[src/rtl/print_pkg.sv]
// rtl/print_pkg.sv - shared character constants and queue FSM state type for the print path
package print_pkg;

  localparam logic [7:0] CHAR_LF   = 8'h0A;
  localparam logic [7:0] CHAR_CR   = 8'h0D;
  localparam logic [7:0] CHAR_WAKE = 8'hFF;

  typedef enum logic {
    S_CHAR,
    S_WRAP
  } pq_state_t;

endpackage

[src/rtl/print_fifo.sv]
// rtl/print_fifo.sv - parameterised byte FIFO with registered pointers and occupancy count
import print_pkg::*;

module print_fifo #(
  parameter int DEPTH = 16,
  parameter int WIDTH = 8
) (
  input  logic                     clk,
  input  logic                     rst,
  input  logic                     push,
  input  logic [WIDTH-1:0]         wr_data,
  input  logic                     pop,
  output logic [WIDTH-1:0]         rd_data,
  output logic [$clog2(DEPTH):0]   count,
  output logic                     full,
  output logic                     empty
);

  localparam int AW = $clog2(DEPTH);
  localparam int CW = AW + 1;

  logic [WIDTH-1:0] mem [DEPTH];
  logic [AW-1:0]    wr_ptr;
  logic [AW-1:0]    rd_ptr;
  logic             do_push;
  logic             do_pop;

  assign full    = (count == CW'(DEPTH));
  assign empty   = (count == '0);
  assign do_push = push && !full;
  assign do_pop  = pop && !empty;
  assign rd_data = mem[rd_ptr];

  // Storage write; contents need no reset because the head is only shown when non-empty
  always_ff @(posedge clk) begin
    if (do_push) begin
      mem[wr_ptr] <= wr_data;
    end
  end

  // Pointers wrap naturally at DEPTH (power of two); count tracks push minus pop
  always_ff @(posedge clk or posedge rst) begin
    if (rst) begin
      wr_ptr <= '0;
      rd_ptr <= '0;
      count  <= '0;
    end else begin
      if (do_push) begin
        wr_ptr <= wr_ptr + 1'b1;
      end
      if (do_pop) begin
        rd_ptr <= rd_ptr + 1'b1;
      end
      case ({do_push, do_pop})
        2'b10:   count <= count + 1'b1;
        2'b01:   count <= count - 1'b1;
        default: count <= count;
      endcase
    end
  end

endmodule

[src/rtl/print_queue.sv]
// rtl/print_queue.sv - character queue feeding print_ctrl; PRINT_QUEUE_WRAP_EN adds LF injection at LINE_WIDTH
import print_pkg::*;

module print_queue #(
  parameter int DEPTH      = 16,
  parameter int LINE_WIDTH = 32
) (
  input  logic                     clk,
  input  logic                     rst,
  input  logic                     in_valid,
  input  logic [7:0]               in_char,
  output logic                     in_ready,
  output logic                     out_rdy,
  output logic [7:0]               out_char,
  input  logic                     out_done,
  output logic [$clog2(DEPTH):0]   count,
  output logic                     overflow
);

  if (DEPTH < 2 || DEPTH > 256 || (DEPTH & (DEPTH - 1)) != 0) begin : g_bad_depth
    $error("print_queue: DEPTH must be a power of two in 2..256");
  end
  if (LINE_WIDTH < 1 || LINE_WIDTH > 255) begin : g_bad_width
    $error("print_queue: LINE_WIDTH must be in 1..255");
  end

  logic       fifo_full;
  logic       fifo_empty;
  logic [7:0] head;
  logic       push;
  logic       pop;

  // Refusal depends only on the registered count, never on a same-cycle pop
  assign in_ready = ~fifo_full;
  assign push     = in_valid && ~fifo_full;

  print_fifo #(
    .DEPTH (DEPTH),
    .WIDTH (8)
  ) u_fifo (
    .clk     (clk),
    .rst     (rst),
    .push    (push),
    .wr_data (in_char),
    .pop     (pop),
    .rd_data (head),
    .count   (count),
    .full    (fifo_full),
    .empty   (fifo_empty)
  );

  // Sticky overflow: any offer while full is a lost byte
  always_ff @(posedge clk or posedge rst) begin
    if (rst) begin
      overflow <= 1'b0;
    end else if (in_valid && fifo_full) begin
      overflow <= 1'b1;
    end
  end

`ifdef PRINT_QUEUE_WRAP_EN

  localparam logic [7:0] COL_LAST = 8'(LINE_WIDTH - 1);
  localparam logic [7:0] COL_SAT  = 8'(LINE_WIDTH);

  pq_state_t  state;
  pq_state_t  state_next;
  logic [7:0] col;
  logic       retire_char;
  logic       head_is_eol;
  logic       wrap_due;

  assign retire_char = (state == S_CHAR) && out_done && ~fifo_empty;
  assign head_is_eol = (head == CHAR_LF) || (head == CHAR_CR);
  assign wrap_due    = retire_char && ~head_is_eol && (col == COL_LAST);
  assign pop         = retire_char;

  // FSM state register
  always_ff @(posedge clk or posedge rst) begin
    if (rst) begin
      state <= S_CHAR;
    end else begin
      state <= state_next;
    end
  end

  // Next state: enter S_WRAP after the last printable column, leave once the LF is sent
  always_comb begin
    state_next = state;
    case (state)
      S_CHAR:  if (wrap_due) state_next = S_WRAP;
      S_WRAP:  if (out_done) state_next = S_CHAR;
      default: state_next = S_CHAR;
    endcase
  end

  // Outputs: queue head while in S_CHAR, constant LF while in S_WRAP; all from registers
  always_comb begin
    out_rdy  = 1'b0;
    out_char = 8'h00;
    case (state)
      S_CHAR: begin
        out_rdy  = ~fifo_empty;
        out_char = fifo_empty ? 8'h00 : head;
      end
      S_WRAP: begin
        out_rdy  = 1'b1;
        out_char = CHAR_LF;
      end
      default: begin
        out_rdy  = 1'b0;
        out_char = 8'h00;
      end
    endcase
  end

  // Column tracking: EOL bytes reset it, a wrap parks it at LINE_WIDTH until the LF goes out
  always_ff @(posedge clk or posedge rst) begin
    if (rst) begin
      col <= '0;
    end else if (retire_char) begin
      if (head_is_eol) begin
        col <= '0;
      end else if (wrap_due) begin
        col <= COL_SAT;
      end else begin
        col <= col + 1'b1;
      end
    end else if ((state == S_WRAP) && out_done) begin
      col <= '0;
    end
  end

`else

  assign pop = out_done && ~fifo_empty;

  // Pass-through: the head byte is presented whenever the queue holds one
  always_comb begin
    out_rdy  = ~fifo_empty;
    out_char = fifo_empty ? 8'h00 : head;
  end

`endif

endmodule

[config.mk]
export PLATFORM = sky130hd
export DESIGN_NAME = print_queue
export DESIGN_NICKNAME = d
export VERILOG_FILES = /design/src/rtl/print_pkg.sv /design/src/rtl/print_fifo.sv /design/src/rtl/print_queue.sv
export SDC_FILE = /design/constraint.sdc
export NUM_CORES = 1
export LEC_CHECK = 0
export ABC_AREA = 1
export CAP_MARGIN = 0
export CORE_ASPECT_RATIO = 0.9
export CORE_MARGIN = 3
export CORE_UTILIZATION = 54
export CTS_CLUSTER_SIZE = 10
export DETAILED_ROUTE_END_ITERATION = 16
export DONT_BUFFER_PORTS = 1
export PLACE_DENSITY_LB_ADDON = 0.2
export SLEW_MARGIN = 20
export SYNTH_ARGS = -nofsm -noshare
export SYNTH_HDL_FRONTEND = slang
export SYNTH_SLANG_ARGS = --single-unit
[constraint.sdc]
create_clock -name clk -period 3.14 [get_ports clk]
set_input_delay 0.785 -clock clk [delete_from_list [all_inputs] [get_ports clk]]
set_output_delay 0.785 -clock clk [all_outputs]
set_load 0.1 [all_outputs]
==> summary.md <==
| Metric | Value |
|---|---|
| Largest net degree at the start of global routing | 74 |
| Maximum clock insertion buffer count | 2 |
| Post-detailed-route wirelength per cell | 19.1 um |
| Starting utilization of the core area | 55.7% |
| Placement Rows | 36 |
| Fraction of the cycle the final worst path needs | 95.4% |
| Number of sinks driven by the clock tree | 142 |
| Synthesis Warnings | 0 |
| DPL Wire Length | 9040 um |
| Average instance area after synthesis | approximately 11 um2 |
| Cell count after synthesis | 554 |
| First-pass GRT wire length | 21600 um |
| Most common flop cell mapped by yosys | sky130_fd_sc_hd__edfxtp_1 |
| Most common library cell in the layout ignoring fill and taps | sky130_fd_sc_hd__nand2_1 |
| Type of the setup path with the least slack | reg2out |
| Max Transition Viols Final | 0 |
| Via count of the first global-routing pass | 3805 |
| Outcome | completed |
| Type of the tightest min-delay check | in2async |
| Clock buffer count from CTS | 17 |
| Total setup violations reported at the end of the flow | 0 |
| Root Buffer Master | sky130_fd_sc_hd__clkbuf_16 |
| Distinct cell type count of the synthesized netlist | 24 |
| Arrival time at the worst endpoint | 2210 ps |
| Hold_buf cts | 0 |
| Number of nets at the end of the flow | a little under 600 |
| Number of inserted diodes | 0 |
| Worst clock skew on the final layout | about 8.9 ps |
| Aggregate global-route resource usage | 23.4% |
| Top library cells by usage in the layout, fill and taps aside | sky130_fd_sc_hd__nand2_1 (204), sky130_fd_sc_hd__edfxtp_1 (128), sky130_fd_sc_hd__nand3_1 (47) |
| Worst reg2reg setup slack | 520 ps |
| Initial detailed-routing violation count | 422 |
| Area added between synthesis and finish | 15.2% |
| Area of the placeable core | 10900 um2 |
| Drt via density | 5.47 |
| Count of placed standard cells including taps | about 700 |
| Flip-flop and latch count after synthesis | approximately 140 |
| Count of port buffers added during placement | 0 |
| Minimum clock period | 2990 ps |
| Clock tree from TritonCTS | built |
| Cell area after technology mapping | 6100 um2 |
| Maximum clock rate | 334 MHz |
| Die H | 107 um |
| Number of levels in the clock H-tree | 4 |
| CP required | 2350 ps |
| Worst slew pin tran | 899 ps |
| Total count of hold-check failures in the final report | 0 |
| Clock Pin Slew Worst Setup and Hold Paths | about 60 ps |
| Max_cap viols | 0 |
| Fraction of registers with async set or reset after synthesis | 9.86% |
| Share of layout cells above drive strength 1 | 11.2% |
| Worst-Skew Late Latency | 420 ps |
| Vias | 4008 |
| Unrepaired setup endpoints after global routing | false |
| GR Overflow Total | 0 |
| Synthesized net count | 574 |
| Worst setup EP type | output pin |
| Width of the die | 118 um |
| Fraction of the yosys area taken by sequential cells | 68.8% |
| Launching element type of the critical path | flop |
| Detailed-routing iteration count for the pre-antenna-repair pass | 5 |
| DRC | 0 |
| Number of I/O pins | 28 |
| Setup tns final | 0 ps |
| Worst relative slew slack | between 40% and 50% |
| Die Outline Area | 12600 um2 |
| Antenna Nets Post-Route | 0 |
| Non-filler cells in the finished layout | 733 |
| Largest driver fanout on the critical path | 73 |
| Initial antenna violation count | 1 |
| Count of flip-flops with a built-in enable after synthesis | ~130 |
| Wirelength, routed | 14000 um |
| Last weighted congestion value of the routability-driven placer | slightly above 0.9 |
-- sequential cells by signal (all words and copies together), names as in the netlist --
name and flops:
u_fifo.mem 128, u_fifo.count 5, u_fifo.rd_ptr 4, u_fifo.wr_ptr 4
overflow 1
-- kinds of logic (layout without fill, tap and decap cells) --
group | count (synthesis) | count (layout) | share of synthesized area [%]
AO/OA/AOI/OAI | 58 | 58 | 4.80
flip-flops | 142 | 142 | 68.8
XOR/XNOR | 8 | 8 | 1.15
buffers and inverters | 55 | 82 | 4.49
adder cells (fa/ha/maj) | 8 | 8 | 1.64
AND/OR/NAND/NOR | 283 | 283 | 19.1
-- Yosys cell counts, types with 4 or more instances --
cell type / count / share of area, %
sky130_fd_sc_hd__nand2_1: 204 / 13
sky130_fd_sc_hd__edfxtp_1: 128 / 63
sky130_fd_sc_hd__nand3_1: 47 / 3.9
sky130_fd_sc_hd__a21oi_1: 41 / 3.4
sky130_fd_sc_hd__inv_1: 28 / 1.7
sky130_fd_sc_hd__nor2_1: 27 / 1.7
sky130_fd_sc_hd__dfrtp_1: 14 / 5.7
sky130_fd_sc_hd__o21ai_0: 14 / 1.1
sky130_fd_sc_hd__buf_2: 10 / 0.82
sky130_fd_sc_hd__ha_1: 8 / 1.6
sky130_fd_sc_hd__xor2_1: 6 / 0.86
sky130_fd_sc_hd__buf_6: 5 / 0.92
sky130_fd_sc_hd__buf_4: 4 / 0.49
sky130_fd_sc_hd__inv_2: 4 / 0.25
-- metal layers --
metal  part of all wire, %  wire [um]  track usage, %
met5                 0.093         13               0
met4                   1.5        210            8.20
met2                    47       6640            35.9
met3                    10       1430            8.54
met1                    41       5690            31.2
-- path summary, 6_finish.rpt --
check                      depth (start not counted)             start           endpoint
hold reg to reg                                    1  u_fifo.wr_ptr[2]   u_fifo.wr_ptr[2]
max in group asynchronous                          1               rst   u_fifo.rd_ptr[2]
min in group clk                                   0        in_char[1]  u_fifo.mem[11][1]
setup / recovery                                   6  u_fifo.rd_ptr[0]        out_char[6]
hold / removal                                     1               rst    u_fifo.count[4]
setup reg to reg                                  16   u_fifo.count[3]    u_fifo.count[4]
-- worst max-delay path, stage by stage, from the launching register on --
cell and delay [ps]:
sky130_fd_sc_hd__dfrtp_2 400, sky130_fd_sc_hd__buf_6 460, sky130_fd_sc_hd__a21oi_1 140, sky130_fd_sc_hd__a21oi_1 260
sky130_fd_sc_hd__a21oi_1 160, sky130_fd_sc_hd__nor2_4 160, sky130_fd_sc_hd__buf_12 180
-- metrics by stage --
step | worst slack [ps] | hold WS (ps) | utilization, % | area, um2
3_3_place_gp | 452 | 535 | 58.8 | 6430
2_1_floorplan | 7.33 | 501 | - | 6170
3_5_place_dp | 428 | 548 | 58.8 | 6430
6_report | 145 | 328 | 64.2 | 7030
5_1_grt | 17.4 | 352 | 64.2 | 7030
4_1_cts | 43.9 | 343 | 64.1 | 7020
-- final cells by class --
class,count,area (um2)
Sequential cell,142,4200
Fill cell,844,3920
Multi-Input combinational cell,357,1700
Timing Repair Buffer,16,224
Inverter,34,133
Clock inverter,12,145
Clock buffer,20,437
Tap cell,152,190
-- repair_timing --
item                       CTS  global route
buffers inserted             0             0
gates resized for setup      1             3
setup endpoints to repair    4             8
Power is not shown: default switching activity piles up to over one toggle a cycle in this logic, so the estimate is an artifact.
